===== src/rtl/mem_access_unit.sv =====
// mem_access_unit
// Memory stage behind the EX/MEM pipeline register. It runs loads and stores
// on the data-memory bus with a req/ready handshake. While an access is in
// flight it holds the upstream pipeline, and it produces registered writeback
// values for the MEM/WB boundary. Misaligned, illegal and timed-out accesses
// are flagged as faults.
//
// States:
//   S_IDLE | no access in flight; decode the EX/MEM slot every cycle
//   S_REQ  | bus request outstanding; wait for dmem_ready or the timeout
//
// Ports:
//   clock, reset            system clock; asynchronous active-low reset
//   in_valid .. in_MemWr    EX/MEM slot: valid, ALU result/address, store
//                           data, MemOp, rd and control bits
//   stall                   upstream must hold the EX/MEM contents
//   dmem_req/we/addr/
//   wdata/wstrb             data-memory request (addr is word aligned)
//   dmem_ready, dmem_rdata  bus completion and read data
//   wb_valid/data/rd/RegWr  registered writeback slot
//   mem_fault, fault_cause  fault pulse; cause 01 misaligned, 10 timeout,
//                           11 illegal (the cause is held until the next fault)
module mem_access_unit #(
    parameter int TIMEOUT = 255
) (
    input  logic        clock,
    input  logic        reset,
    input  logic        in_valid,
    input  logic [31:0] in_ALUout,
    input  logic [31:0] in_busB,
    input  logic [2:0]  in_MemOp,
    input  logic [4:0]  in_rd,
    input  logic        in_MemtoReg,
    input  logic        in_RegWr,
    input  logic        in_MemWr,
    output logic        stall,
    output logic        dmem_req,
    output logic        dmem_we,
    output logic [31:0] dmem_addr,
    output logic [31:0] dmem_wdata,
    output logic [3:0]  dmem_wstrb,
    input  logic        dmem_ready,
    input  logic [31:0] dmem_rdata,
    output logic        wb_valid,
    output logic [31:0] wb_data,
    output logic [4:0]  wb_rd,
    output logic        wb_RegWr,
    output logic        mem_fault,
    output logic [1:0]  fault_cause
);

    localparam int CW = $clog2(TIMEOUT + 1);
    localparam logic [CW-1:0] CNT_LAST = CW'(TIMEOUT - 1);

    localparam logic [0:0] S_IDLE = 1'b0;
    localparam logic [0:0] S_REQ  = 1'b1;

    localparam logic [1:0] CAUSE_MISALIGN = 2'b01;
    localparam logic [1:0] CAUSE_TIMEOUT  = 2'b10;
    localparam logic [1:0] CAUSE_ILLEGAL  = 2'b11;

    logic [0:0]    state_q, state_d;
    logic [CW-1:0] cnt_q, cnt_d;

    // captured access
    logic [31:0]   addr_q, addr_d;
    logic [31:0]   wdata_q, wdata_d;
    logic [3:0]    wstrb_q, wstrb_d;
    logic          we_q, we_d;
    logic [2:0]    op_q, op_d;
    logic [4:0]    rd_q, rd_d;
    logic          regwr_q, regwr_d;
    logic          load_q, load_d;

    // writeback slot
    logic          wb_valid_q, wb_valid_d;
    logic [31:0]   wb_data_q, wb_data_d;
    logic [4:0]    wb_rd_q, wb_rd_d;
    logic          wb_regwr_q, wb_regwr_d;
    logic          fault_q, fault_d;
    logic [1:0]    cause_q, cause_d;

    logic          mem_op;
    logic          op_legal;
    logic          illegal;
    logic          misaligned;
    logic          accept;
    logic          last_wait;
    logic [1:0]    off;
    logic [3:0]    strb_in;
    logic [31:0]   wdata_in;
    logic [31:0]   load_val;
    logic [7:0]    ld_byte;
    logic [15:0]   ld_half;

    // ---------------- request decode ----------------
    assign mem_op = in_valid & (in_MemtoReg | in_MemWr);
    assign off    = in_ALUout[1:0];

    always_comb begin
        op_legal = 1'b0;
        case (in_MemOp)
            3'b000, 3'b001, 3'b010, 3'b100, 3'b101: op_legal = 1'b1;
            default:                                op_legal = 1'b0;
        endcase
    end

    assign illegal    = ~op_legal | (in_MemtoReg & in_MemWr);
    // op[1:0] is the access size for every legal op (00 byte, 01 half, 10 word)
    assign misaligned = ((in_MemOp[1:0] == 2'b01) & off[0]) |
                        ((in_MemOp[1:0] == 2'b10) & (off != 2'b00));
    assign accept     = (state_q == S_IDLE) & mem_op & ~illegal & ~misaligned;

    always_comb begin
        strb_in  = 4'b1111;
        wdata_in = in_busB;
        case (in_MemOp[1:0])
            2'b00: begin
                strb_in  = 4'b0001 << off;
                wdata_in = {4{in_busB[7:0]}};
            end
            2'b01: begin
                strb_in  = off[1] ? 4'b1100 : 4'b0011;
                wdata_in = {2{in_busB[15:0]}};
            end
            default: begin
                strb_in  = 4'b1111;
                wdata_in = in_busB;
            end
        endcase
    end

    // ---------------- load lane extraction ----------------
    always_comb begin
        ld_byte = 8'h00;
        case (addr_q[1:0])
            2'b00:   ld_byte = dmem_rdata[7:0];
            2'b01:   ld_byte = dmem_rdata[15:8];
            2'b10:   ld_byte = dmem_rdata[23:16];
            default: ld_byte = dmem_rdata[31:24];
        endcase
    end

    assign ld_half = addr_q[1] ? dmem_rdata[31:16] : dmem_rdata[15:0];

    always_comb begin
        load_val = dmem_rdata;
        case (op_q[1:0])
            2'b00: load_val = op_q[2] ? {24'h0, ld_byte}
                                      : {{24{ld_byte[7]}}, ld_byte};
            2'b01: load_val = op_q[2] ? {16'h0, ld_half}
                                      : {{16{ld_half[15]}}, ld_half};
            default: load_val = dmem_rdata;
        endcase
    end

    // The last waiting cycle aborts at its edge, so upstream may advance in it.
    assign last_wait = (state_q == S_REQ) & ~dmem_ready & (cnt_q == CNT_LAST);

    // stall is gated by reset so that it reads 0 while reset is held.
    assign stall = reset & (accept | ((state_q == S_REQ) & ~dmem_ready & ~last_wait));

    // ---------------- next state ----------------
    always_comb begin
        state_d    = state_q;
        cnt_d      = cnt_q;
        addr_d     = addr_q;
        wdata_d    = wdata_q;
        wstrb_d    = wstrb_q;
        we_d       = we_q;
        op_d       = op_q;
        rd_d       = rd_q;
        regwr_d    = regwr_q;
        load_d     = load_q;
        wb_valid_d = 1'b0;
        wb_data_d  = wb_data_q;
        wb_rd_d    = wb_rd_q;
        wb_regwr_d = 1'b0;
        fault_d    = 1'b0;
        cause_d    = cause_q;

        case (state_q)
            S_IDLE: begin
                if (mem_op) begin
                    if (illegal | misaligned) begin
                        wb_valid_d = 1'b1;
                        wb_data_d  = in_ALUout;
                        wb_rd_d    = in_rd;
                        fault_d    = 1'b1;
                        cause_d    = illegal ? CAUSE_ILLEGAL : CAUSE_MISALIGN;
                    end else begin
                        state_d = S_REQ;
                        cnt_d   = '0;
                        addr_d  = in_ALUout;
                        wdata_d = wdata_in;
                        wstrb_d = in_MemWr ? strb_in : 4'b0000;
                        we_d    = in_MemWr;
                        op_d    = in_MemOp;
                        rd_d    = in_rd;
                        regwr_d = in_RegWr;
                        load_d  = in_MemtoReg;
                    end
                end else if (in_valid) begin
                    wb_valid_d = 1'b1;
                    wb_data_d  = in_ALUout;
                    wb_rd_d    = in_rd;
                    wb_regwr_d = in_RegWr;
                end
            end
            S_REQ: begin
                if (dmem_ready) begin
                    state_d    = S_IDLE;
                    wb_valid_d = 1'b1;
                    wb_rd_d    = rd_q;
                    wb_regwr_d = regwr_q & load_q;
                    wb_data_d  = load_q ? load_val : addr_q;
                end else if (cnt_q == CNT_LAST) begin
                    state_d    = S_IDLE;
                    wb_valid_d = 1'b1;
                    wb_rd_d    = rd_q;
                    wb_data_d  = addr_q;
                    fault_d    = 1'b1;
                    cause_d    = CAUSE_TIMEOUT;
                end else begin
                    cnt_d = cnt_q + CW'(1);
                end
            end
            default: state_d = S_IDLE;
        endcase
    end

    always_ff @(posedge clock or negedge reset) begin
        if (!reset) begin
            state_q    <= S_IDLE;
            cnt_q      <= '0;
            addr_q     <= '0;
            wdata_q    <= '0;
            wstrb_q    <= '0;
            we_q       <= 1'b0;
            op_q       <= '0;
            rd_q       <= '0;
            regwr_q    <= 1'b0;
            load_q     <= 1'b0;
            wb_valid_q <= 1'b0;
            wb_data_q  <= '0;
            wb_rd_q    <= '0;
            wb_regwr_q <= 1'b0;
            fault_q    <= 1'b0;
            cause_q    <= '0;
        end else begin
            state_q    <= state_d;
            cnt_q      <= cnt_d;
            addr_q     <= addr_d;
            wdata_q    <= wdata_d;
            wstrb_q    <= wstrb_d;
            we_q       <= we_d;
            op_q       <= op_d;
            rd_q       <= rd_d;
            regwr_q    <= regwr_d;
            load_q     <= load_d;
            wb_valid_q <= wb_valid_d;
            wb_data_q  <= wb_data_d;
            wb_rd_q    <= wb_rd_d;
            wb_regwr_q <= wb_regwr_d;
            fault_q    <= fault_d;
            cause_q    <= cause_d;
        end
    end

    assign dmem_req    = (state_q == S_REQ);
    assign dmem_we     = we_q;
    assign dmem_addr   = {addr_q[31:2], 2'b00};
    assign dmem_wdata  = wdata_q;
    assign dmem_wstrb  = wstrb_q;

    assign wb_valid    = wb_valid_q;
    assign wb_data     = wb_data_q;
    assign wb_rd       = wb_rd_q;
    assign wb_RegWr    = wb_regwr_q;
    assign mem_fault   = fault_q;
    assign fault_cause = cause_q;

endmodule


===== config.mk =====
export PLATFORM = sky130hd
export DESIGN_NAME = mem_access_unit
export DESIGN_NICKNAME = d
export VERILOG_FILES = /design/src/rtl/mem_access_unit.sv
export SDC_FILE = /design/constraint.sdc
export NUM_CORES = 1
export LEC_CHECK = 0
export BUFFER_PORTS_ARGS = -buffer_cell sky130_fd_sc_hd__buf_2
export CAP_MARGIN = 30
export CORE_UTILIZATION = 40
export DETAILED_ROUTE_END_ITERATION = 12
export PLACE_DENSITY = 0.76
export SLEW_MARGIN = 10
export SYNTH_ARGS = -nofsm -noshare
export SYNTH_HDL_FRONTEND = slang
export SYNTH_SLANG_ARGS = --single-unit

===== constraint.sdc =====
create_clock -name clock -period 3.11 [get_ports clock]
set_input_delay 0.311 -clock clock [delete_from_list [all_inputs] [get_ports clock]]
set_output_delay 0.311 -clock clock [all_outputs]
set_load 0.05 [all_outputs]

== Yosys cells after proc, flatten, opt, wreduce, memory -nomap -nowiden ==
Index checks and enable logic that the tools add are counted.

* Bits in registers: 130
* Bits of input ports: 111
* Output and inout bits: 113
* Word-level logic and storage cells: 123

* Add/subtract/negate cells: 1
* Eq/ne operators: 19
* Shifts and indexed selects: 1
* Mux-type cells: 52
* Bitwise operators: 24
* Reduce and logical (&&, ||, !) cells: 10

{| class="wikitable"
|+ Operator list
! cell !! number
|-
| 32-bit two-way mux || 8
|-
| 32-bit case mux with 2 select lines || 3
|-
| 8-bit two-way mux || 4
|-
| 5-bit two-way mux || 5
|-
| 8-bit case mux with 3 select lines || 1
|-
| 16-bit two-way mux || 1
|-
| 8-bit case mux with 2 select lines || 1
|-
| 1-bit two-way mux || 15
|-
| 1-bit bitwise AND || 12
|-
| 2-bit two-way mux || 5
|-
| 5-bit case mux with 2 select lines || 1
|-
| 8-bit by 1-bit adder with 8-bit output, second input constant || 1
|-
| 8-bit equality test, second input constant || 1
|-
| 4-bit two-way mux || 2
|-
| 2-bit != test, second input constant || 4
|-
| 1-bit case mux with 2 select lines || 4
|-
| 4-bit case mux with 2 select lines || 1
|-
| 4-bit AND reduction || 2
|-
| 1-bit NOT || 7
|-
| 2-bit by 1-bit equality test with 1-bit output, second input constant || 3
|-
| 3-bit equality test, second input constant || 2
|-
| 2-bit zero test || 3
|-
| 3-bit by 2-bit != test with 1-bit output, second input constant || 2
|-
| 3-bit AND reduction || 2
|-
| other kinds (11) || 17
|}

== Depth between registers and ports, before layout ==
Gate-level depths: netlist of the first run.

* Word-level depth: 10
* Gate-level depth with buffers: 9
* Mapped depth without buffers: 7

== Worst setup path before layout of the first run ==
Ideal clock, no wire load.

* Path type: reg2out
* Start point: register state_q (netlist: dmem_req)
* End point: output port stall
* Arrival: 1.909 ns
* Setup slack: 0.890 ns
* Stages on the path, launching flop included: 7
* Buffers on the path: 1
* Path through: dfrtp_1 -> nor2b_1 -> nor2b_1 -> nand3_1 -> buf_2 -> nand2_1 -> and2_1

* Longest elaborated chain between the ends: 6
* Elaborated cells between the ends (all ways): 10
* Those cells by class: bitwise: 10

{| class="wikitable"
|+ Ends and longest elaborated chain
! item !! RTL line !! source
|-
| start, declared || 62 || <nowiki>logic [0:0] state_q, state_d;</nowiki>
|-
| start signal, assigned || 251 || <nowiki>state_q <= state_d;</nowiki>
|-
| 1-bit NOT (no source line) or 1-bit bitwise AND (tied branches) || n/a ||
|-
| 1-bit bitwise AND (on tied branches) || 112, 158 ||
|-
| 1-bit bitwise AND or 1-bit NOT (tied branches) || 112, 161 ||
|-
| 1-bit bitwise AND (on tied branches) || 112, 161 ||
|-
| 1-bit OR * || 161 || <nowiki>assign stall = reset & (accept | ((state_q == S_REQ) & ~dmem_ready & ~last_wait));</nowiki>
|-
| 1-bit bitwise AND * || 161 ||
|-
| end, declared || 36 || <nowiki>output logic stall,</nowiki>
|}

Every way passes the cells marked *; elsewhere a longest branch is shown, timed or not.

== Worst setup path after layout of the first run ==
Same ends and word-level chain as after synthesis.

==> results of run 1 <==
registers in the layout, summed over array words and instances, names as in the netlist:
register     cells
dmem_we          1
addr_q          32
rd_q             5
wb_rd            5
mem_fault        1
dmem_req         1
dmem_wstrb       4
fault_cause      2
load_q           1
dmem_wdata      32
op_q             3
cnt_q            8
wb_valid         1
regwr_q          1
wb_RegWr         1
wb_data         32
timing repair:
item / 4_1_cts / 5_1_grt
setup endpoints to repair: 0 / 0
hold buffers: 1 / 0
hold endpoints to repair: 3 / 0
power by group through the flow:
stage / Sequential (W) / Clock, W / Combinational, W
2_1_floorplan: 0.00343 / 0 / 0.00140
3_3_place_gp: 0.00250 / 0 / 0.00293
3_5_place_dp: 0.00251 / 0 / 0.00297
4_1_cts: 0.00249 / 0.00208 / 0.00297
5_1_grt: 0.00255 / 0.00215 / 0.00315
6_report: 0.00249 / 0.00205 / 0.00295
cell usage after synthesis, types with 3 or more instances:
| master | number | share of area [%] |
|---|---|---|
| sky130_fd_sc_hd__a211oi_1 | 4 | 0.45 |
| sky130_fd_sc_hd__a21o_1 | 6 | 0.68 |
| sky130_fd_sc_hd__a21oi_1 | 28 | 2.1 |
| sky130_fd_sc_hd__a222oi_1 | 24 | 3.6 |
| sky130_fd_sc_hd__a22oi_1 | 5 | 0.57 |
| sky130_fd_sc_hd__a311oi_1 | 3 | 0.40 |
| sky130_fd_sc_hd__a31oi_1 | 21 | 2.0 |
| sky130_fd_sc_hd__buf_2 | 12 | 0.91 |
| sky130_fd_sc_hd__buf_4 | 33 | 3.7 |
| sky130_fd_sc_hd__buf_6 | 4 | 0.68 |
| sky130_fd_sc_hd__clkbuf_1 | 26 | 1.5 |
| sky130_fd_sc_hd__dfrtp_1 | 130 | 49 |
| sky130_fd_sc_hd__inv_1 | 9 | 0.51 |
| sky130_fd_sc_hd__mux2_2 | 5 | 0.85 |
| sky130_fd_sc_hd__mux2_4 | 7 | 1.6 |
| sky130_fd_sc_hd__mux2i_1 | 33 | 5.0 |
| sky130_fd_sc_hd__nand2_1 | 186 | 11 |
| sky130_fd_sc_hd__nand3_1 | 7 | 0.53 |
| sky130_fd_sc_hd__nand4_1 | 3 | 0.28 |
| sky130_fd_sc_hd__nor2_1 | 50 | 2.8 |
| sky130_fd_sc_hd__nor2b_1 | 13 | 1.2 |
| sky130_fd_sc_hd__nor3_1 | 4 | 0.30 |
| sky130_fd_sc_hd__o21a_1 | 3 | 0.34 |
| sky130_fd_sc_hd__o21ai_0 | 48 | 3.6 |
| sky130_fd_sc_hd__o22ai_1 | 9 | 0.85 |
| sky130_fd_sc_hd__o31ai_1 | 3 | 0.34 |
| sky130_fd_sc_hd__xor2_1 | 3 | 0.40 |
layout make-up:
cell class              count  area [um2]
flip-flops and latches    130        3250
well taps                 216         270
fillers                  1538        7730
repair buffers            234        1250
multi-input cells         500        2850
clock buffers              20         447
inverters                   9        33.8
clock inverters            12         159
cell families (layout without fill, tap and decap cells):
family / Yosys count / in the layout / synth area share (%)
compound gates: 170 / 170 / 17.2
xor+xnor: 5 / 5 / 0.663
fa+ha+maj: 2 / 2 / 0.379
buf+inv: 87 / 275 / 7.86
flops: 130 / 130 / 49.2
mux: 45 / 45 / 7.44
other cells: 1 / 2 / 0.0567
simple gates: 276 / 276 / 17.1
per-layer routing:
layer | track usage [%] | vias to the layer above | wire length, um
met3 | 5.62 | 22 | 1780
li1 | - | 2832 | -
met1 | 30.3 | 2885 | 8290
met2 | 40.2 | 300 | 9650
met4 | 7.30 | 2 | 198
met5 | 0 | - | 9
worst max-delay path: stages, from the launching register on:
cell,delay (ps)
sky130_fd_sc_hd__dfrtp_1,510
sky130_fd_sc_hd__buf_4,350
sky130_fd_sc_hd__nor2b_1,210
sky130_fd_sc_hd__o21ai_1,200
sky130_fd_sc_hd__nand2_1,150
sky130_fd_sc_hd__and2_1,130
sky130_fd_sc_hd__buf_2,250
path summary, 6_finish.rpt:
kind | to | slack, ps
hold reg to reg | dmem_wdata[0] | 470
max in group asynchronous | addr_q[0] | 1960
setup reg to reg | wb_data[10] | 770
hold / removal | rd_q[1] | 110
min in group asynchronous | wb_rd[4] | 270
setup / recovery | stall | 580
stage by stage:
stage                     area, um2  setup WS, ps  hold WS (ps)  cells
final                          8270           578           107   1121
after global routing           8270           412           101   1121
after global placement         7650           901           123   1088
after floorplan                6610           890          15.4    717
after detailed placement       7650           824           122   1088
after CTS                      8270           509          88.8   1121
==> results.ini, run 1 <==
[outcome]
outcome=completed

[placed_design]
post-dp-hpwl_mm=14.1
gpl.final_weighted_congestion=0.861
port_buffers=221

[power]
finalPower_w=0.00749
power.density_cell_area_nw_per_um2=906
pwr-share-clk_pct=27.4
power.switching_w=0.00332
power.switching_fraction_pct=44.4
share_comb_of_total_power_pct=39.4
p_seq_share_pct=33.2
internal_power_w=0.00417
vdd_drop_max_mv=0.428
p_leak_nw=4.14

[clock_network]
post_cts.repair.setup_buffers=0
clock_h_tree_levels=4
cts.repair.resized=0
clkSlewWorstSetupHoldPaths_ps=60
clock_sinks=130
cts.root.buffer_cell=sky130_fd_sc_hd__clkbuf_16
tritoncts=yes
cts_inserted_buffers=17
cts.path.max_buffers=2
clock_insertion_delay_worst_skew_ps=410

[layout]
area_added_between_synthesis_and_finish_pct=25.1
drive_above_1_share_pct=31.0
layout_commonest_cell=sky130_fd_sc_hd__buf_2
layout.nets=1005
final_cell_mix=sky130_fd_sc_hd__buf_2 (220), sky130_fd_sc_hd__nand2_1 (186), sky130_fd_sc_hd__dfrtp_1 (130)
antenna_cells=0
postLayoutCoreUtil_pct=51.7

[die]
pin_count=224
num_rows=46
dieWidth_um=131
core_area_um2=16000
fp.dieArea_um2=17000
die_height_um=131
initial_standard_cell_utilization_of_the_core_pct=41.3

[setup_path]
crit_path_start=dmem_req
timing.critical_path.from_type=flip-flop
critical_path_class=reg2out
worstReg2RegStart=addr_q[1]
crit_fanout=20
cp_data_required_time_ps=2800
reg2regPathDepth=5
critical_path_capture_point_type=output port
critical_path_arrival_ps=2220

[timing]
tightestPinTransition_ps=696
finalHoldViolCount=0
min_period_over_period_pct=81.4
timing.final.crit_period_ps=2530
fmax_mhz=395
slew_headroom_pct=53.4
clock_tree_skew_after_final_layout_ps=8.07
final-max-slew-violation-count=0
grt_setup_unrepaired=false
timing.setup.tns_ps=0
final-setup-viol-count=0

[logic_synthesis]
synthesis.area_um2=6610
ys_seq_area_share_pct=49.2
synth_seq_cells=130
synth.avg_cell_area_um2=9.23
netlist-cell-type-count=56
cells_after_synthesis=716
synth-edff-count=0
synth-warning-count=0
synthArstFlopShare_pct=100
synth-main-ff-cell=sky130_fd_sc_hd__dfrtp_1

[route]
postRouteWirelength_mm=19.9
residual_drc_count=0
firstDrtPassIters=8
post_drt_wl_per_cell_um=17.8
post_drt_via_cell_ratio=5.39
via_count=6041
drtAntennaViolNets=0
initialDrtViolationCount=528

[flow_run]
max-cap-violations=0

[global_route]
global_route_wire_length_before_repair_mm=30.5
antenna_found_initial=1
maximum_number_of_pins_on_one_net_before_global_route_repair=128
grt_pass1_vias=5683
grt-ovfl-total=0
grtUsageTotal_pct=23.8

[min_path]
min-delay-start=in_rd[1]
worst_hold_path.num_cells=3
hold_path.class=in2reg

(Power assumes the default switching activity.)
==> run 2: changes to the inputs <==
PLACE_DENSITY = 0.78   (was 0.76)
clock period = 2.1 ns   (was 3.11 ns; I/O delays follow)
==> run 2 against run 1 <==
Against the previous run:
- register-to-register slack got worse by 710 ps
- global-route usage up 0.58 points
- hold slack got worse by 81 ps
- non-clock buffer count grew 44
- first-iteration DRC count decreased by 2.7%
- via count grew 5.6%
- clock power up 44%
- design area increased by 5.3%
- wire length rose by 7.4%
- critical endpoint is now wb_data[3]
- highest routed layer unchanged
==> results.ini, run 2 (synthesis gave the netlist of run 1 again) <==
[placed_design]
port_buffers=221
post-dp-hpwl_mm=14.7
placed_area_um2=7790
gpl.final_weighted_congestion=0.896

[setup_path]
critical_path_arrival_ps=2340
slowest_stage=sky130_fd_sc_hd__dfrtp_1
timing.critical_path.from_type=flip-flop
worstReg2RegStart=cnt_q[0]
critical_path_class=reg2reg
crit_path_start=cnt_q[0]
cp_data_required_time_ps=2400
reg2regPathDepth=8
setup.reg_to_reg.worst_slack_ps=60
timing.critical_path.cells=inv_1 -> ha_1 -> nand3_1 -> o21a_2 -> a211oi_4 -> buf_4 -> buf_12 -> mux2_2
timing.critical_path.slowest_cell_delay_ps=410
crit_fanout=7
critical_path_capture_point_type=flip-flop

[route]
residual_drc_count=0
postRouteWirelength_mm=21.4
initialDrtViolationCount=514
drtAntennaViolNets=0
via_count=6378
firstDrtPassIters=7
post_drt_via_cell_ratio=5.47
post_drt_wl_per_cell_um=18.4

[global_route]
grtUsageTotal_pct=24.4
antenna_found_initial=3
maximum_number_of_pins_on_one_net_before_global_route_repair=131
global_route_wire_length_before_repair_mm=31.4
grt_pass1_vias=5947
grt-ovfl-total=0

[die]
core_area_um2=16000
die_height_um=131
num_rows=46
fp.dieArea_um2=17000
initial_standard_cell_utilization_of_the_core_pct=41.3
dieWidth_um=131
pin_count=224

[timing]
tightestPinTransition_ps=764
fmax_mhz=490
final-setup-viol-count=0
min_period_over_period_pct=97.3
finalHoldViolCount=0
timing.final.crit_period_ps=2040
final-max-slew-violation-count=0
clock_tree_skew_after_final_layout_ps=7.83
slew_headroom_pct=49.1
worst_hold_slack_ps=26.1
timing.setup.tns_ps=0

[clock_network]
cts_inserted_buffers=17
clock_insertion_delay_worst_skew_ps=420
cts.root.buffer_cell=sky130_fd_sc_hd__clkbuf_16
clkSlewWorstSetupHoldPaths_ps=60
clock_h_tree_levels=4
clock_sinks=130
tritoncts=yes
cts.path.max_buffers=2

[layout]
layout.nets=1049
area_added_between_synthesis_and_finish_pct=31.7
layout_commonest_cell=sky130_fd_sc_hd__buf_2
final_cell_area_um2=8710
final_cell_mix=sky130_fd_sc_hd__buf_2 (219), sky130_fd_sc_hd__nand2_1 (186), sky130_fd_sc_hd__dfrtp_1 (130)
drive_above_1_share_pct=32.9
postLayoutCoreUtil_pct=54.4

[min_path]
worst_hold_path.num_cells=3
min-delay-start=in_ALUout[6]
hold_path.class=in2reg

[flow_run]
max-cap-violations=0

[power]
vdd_drop_max_mv=0.882
finalPower_w=0.0113
p_leak_nw=4.38
power.density_cell_area_nw_per_um2=1300

[outcome]
outcome=completed

run 2: metal layers:
| metal | up-vias | global-route usage, % | wire [um] |
|---|---|---|---|
| met2 | 361 | 39.5 | 10100 |
| met5 | - | 0 | 13 |
| li1 | 2925 | - | - |
| met4 | 2 | 12.4 | 582 |
| met3 | 44 | 6.84 | 2040 |
| met1 | 3046 | 29.9 | 8620 |
run 2: area by class of cell:
cell class                      count  area (um2)
Multi-Input combinational cell    500        2870
Timing Repair Buffer              278        1700
Clock inverter                     14         154
Antenna cell                        1        2.50
Tap cell                          216         270
Sequential cell                   130        3250
Fill cell                        1480        7290
Inverter                            9        33.8
Clock buffer                       18         429
run 2: final timing paths:
kind                                  end
min                             addr_q[6]
max reg2reg                    wb_data[3]
max                            wb_data[3]
min reg2reg                 dmem_wdata[2]
max in group asynchronous  dmem_wdata[22]
min in group asynchronous        wb_rd[0]
run 2: timing repair:
action	CTS	global route
setup buffers	0	6
resized for setup	3	3
endpoints found under the setup margin	1	17
cloned	0	3
pin swaps	0	2
hold buffers	19	0
hold endpoints to repair	148	0
run 2: power by group:
group          internal (W)  total, W  switching (W)  leakage [nW]
logic               0.00128   0.00472        0.00345          2.51
clock network       0.00176   0.00296        0.00120         0.278
registers           0.00317   0.00361       0.000443          1.59
total               0.00621    0.0113        0.00509          4.38
run 2: per-stage QoR:
stage                     std cells  setup slack [ps]
after global routing           1166             -22.9
final                          1166              57.4
after global placement         1105               165
after CTS                      1156              21.6
after floorplan                 717               100
after detailed placement       1105              49.3
run 2: critical path: cells and delay by family (launching register included):
family,cells,cell delay (ps)
compound gates,2,520
fa+ha+maj,1,150
buf+inv,3,380
flops,1,410
mux,1,330
simple gates,1,130
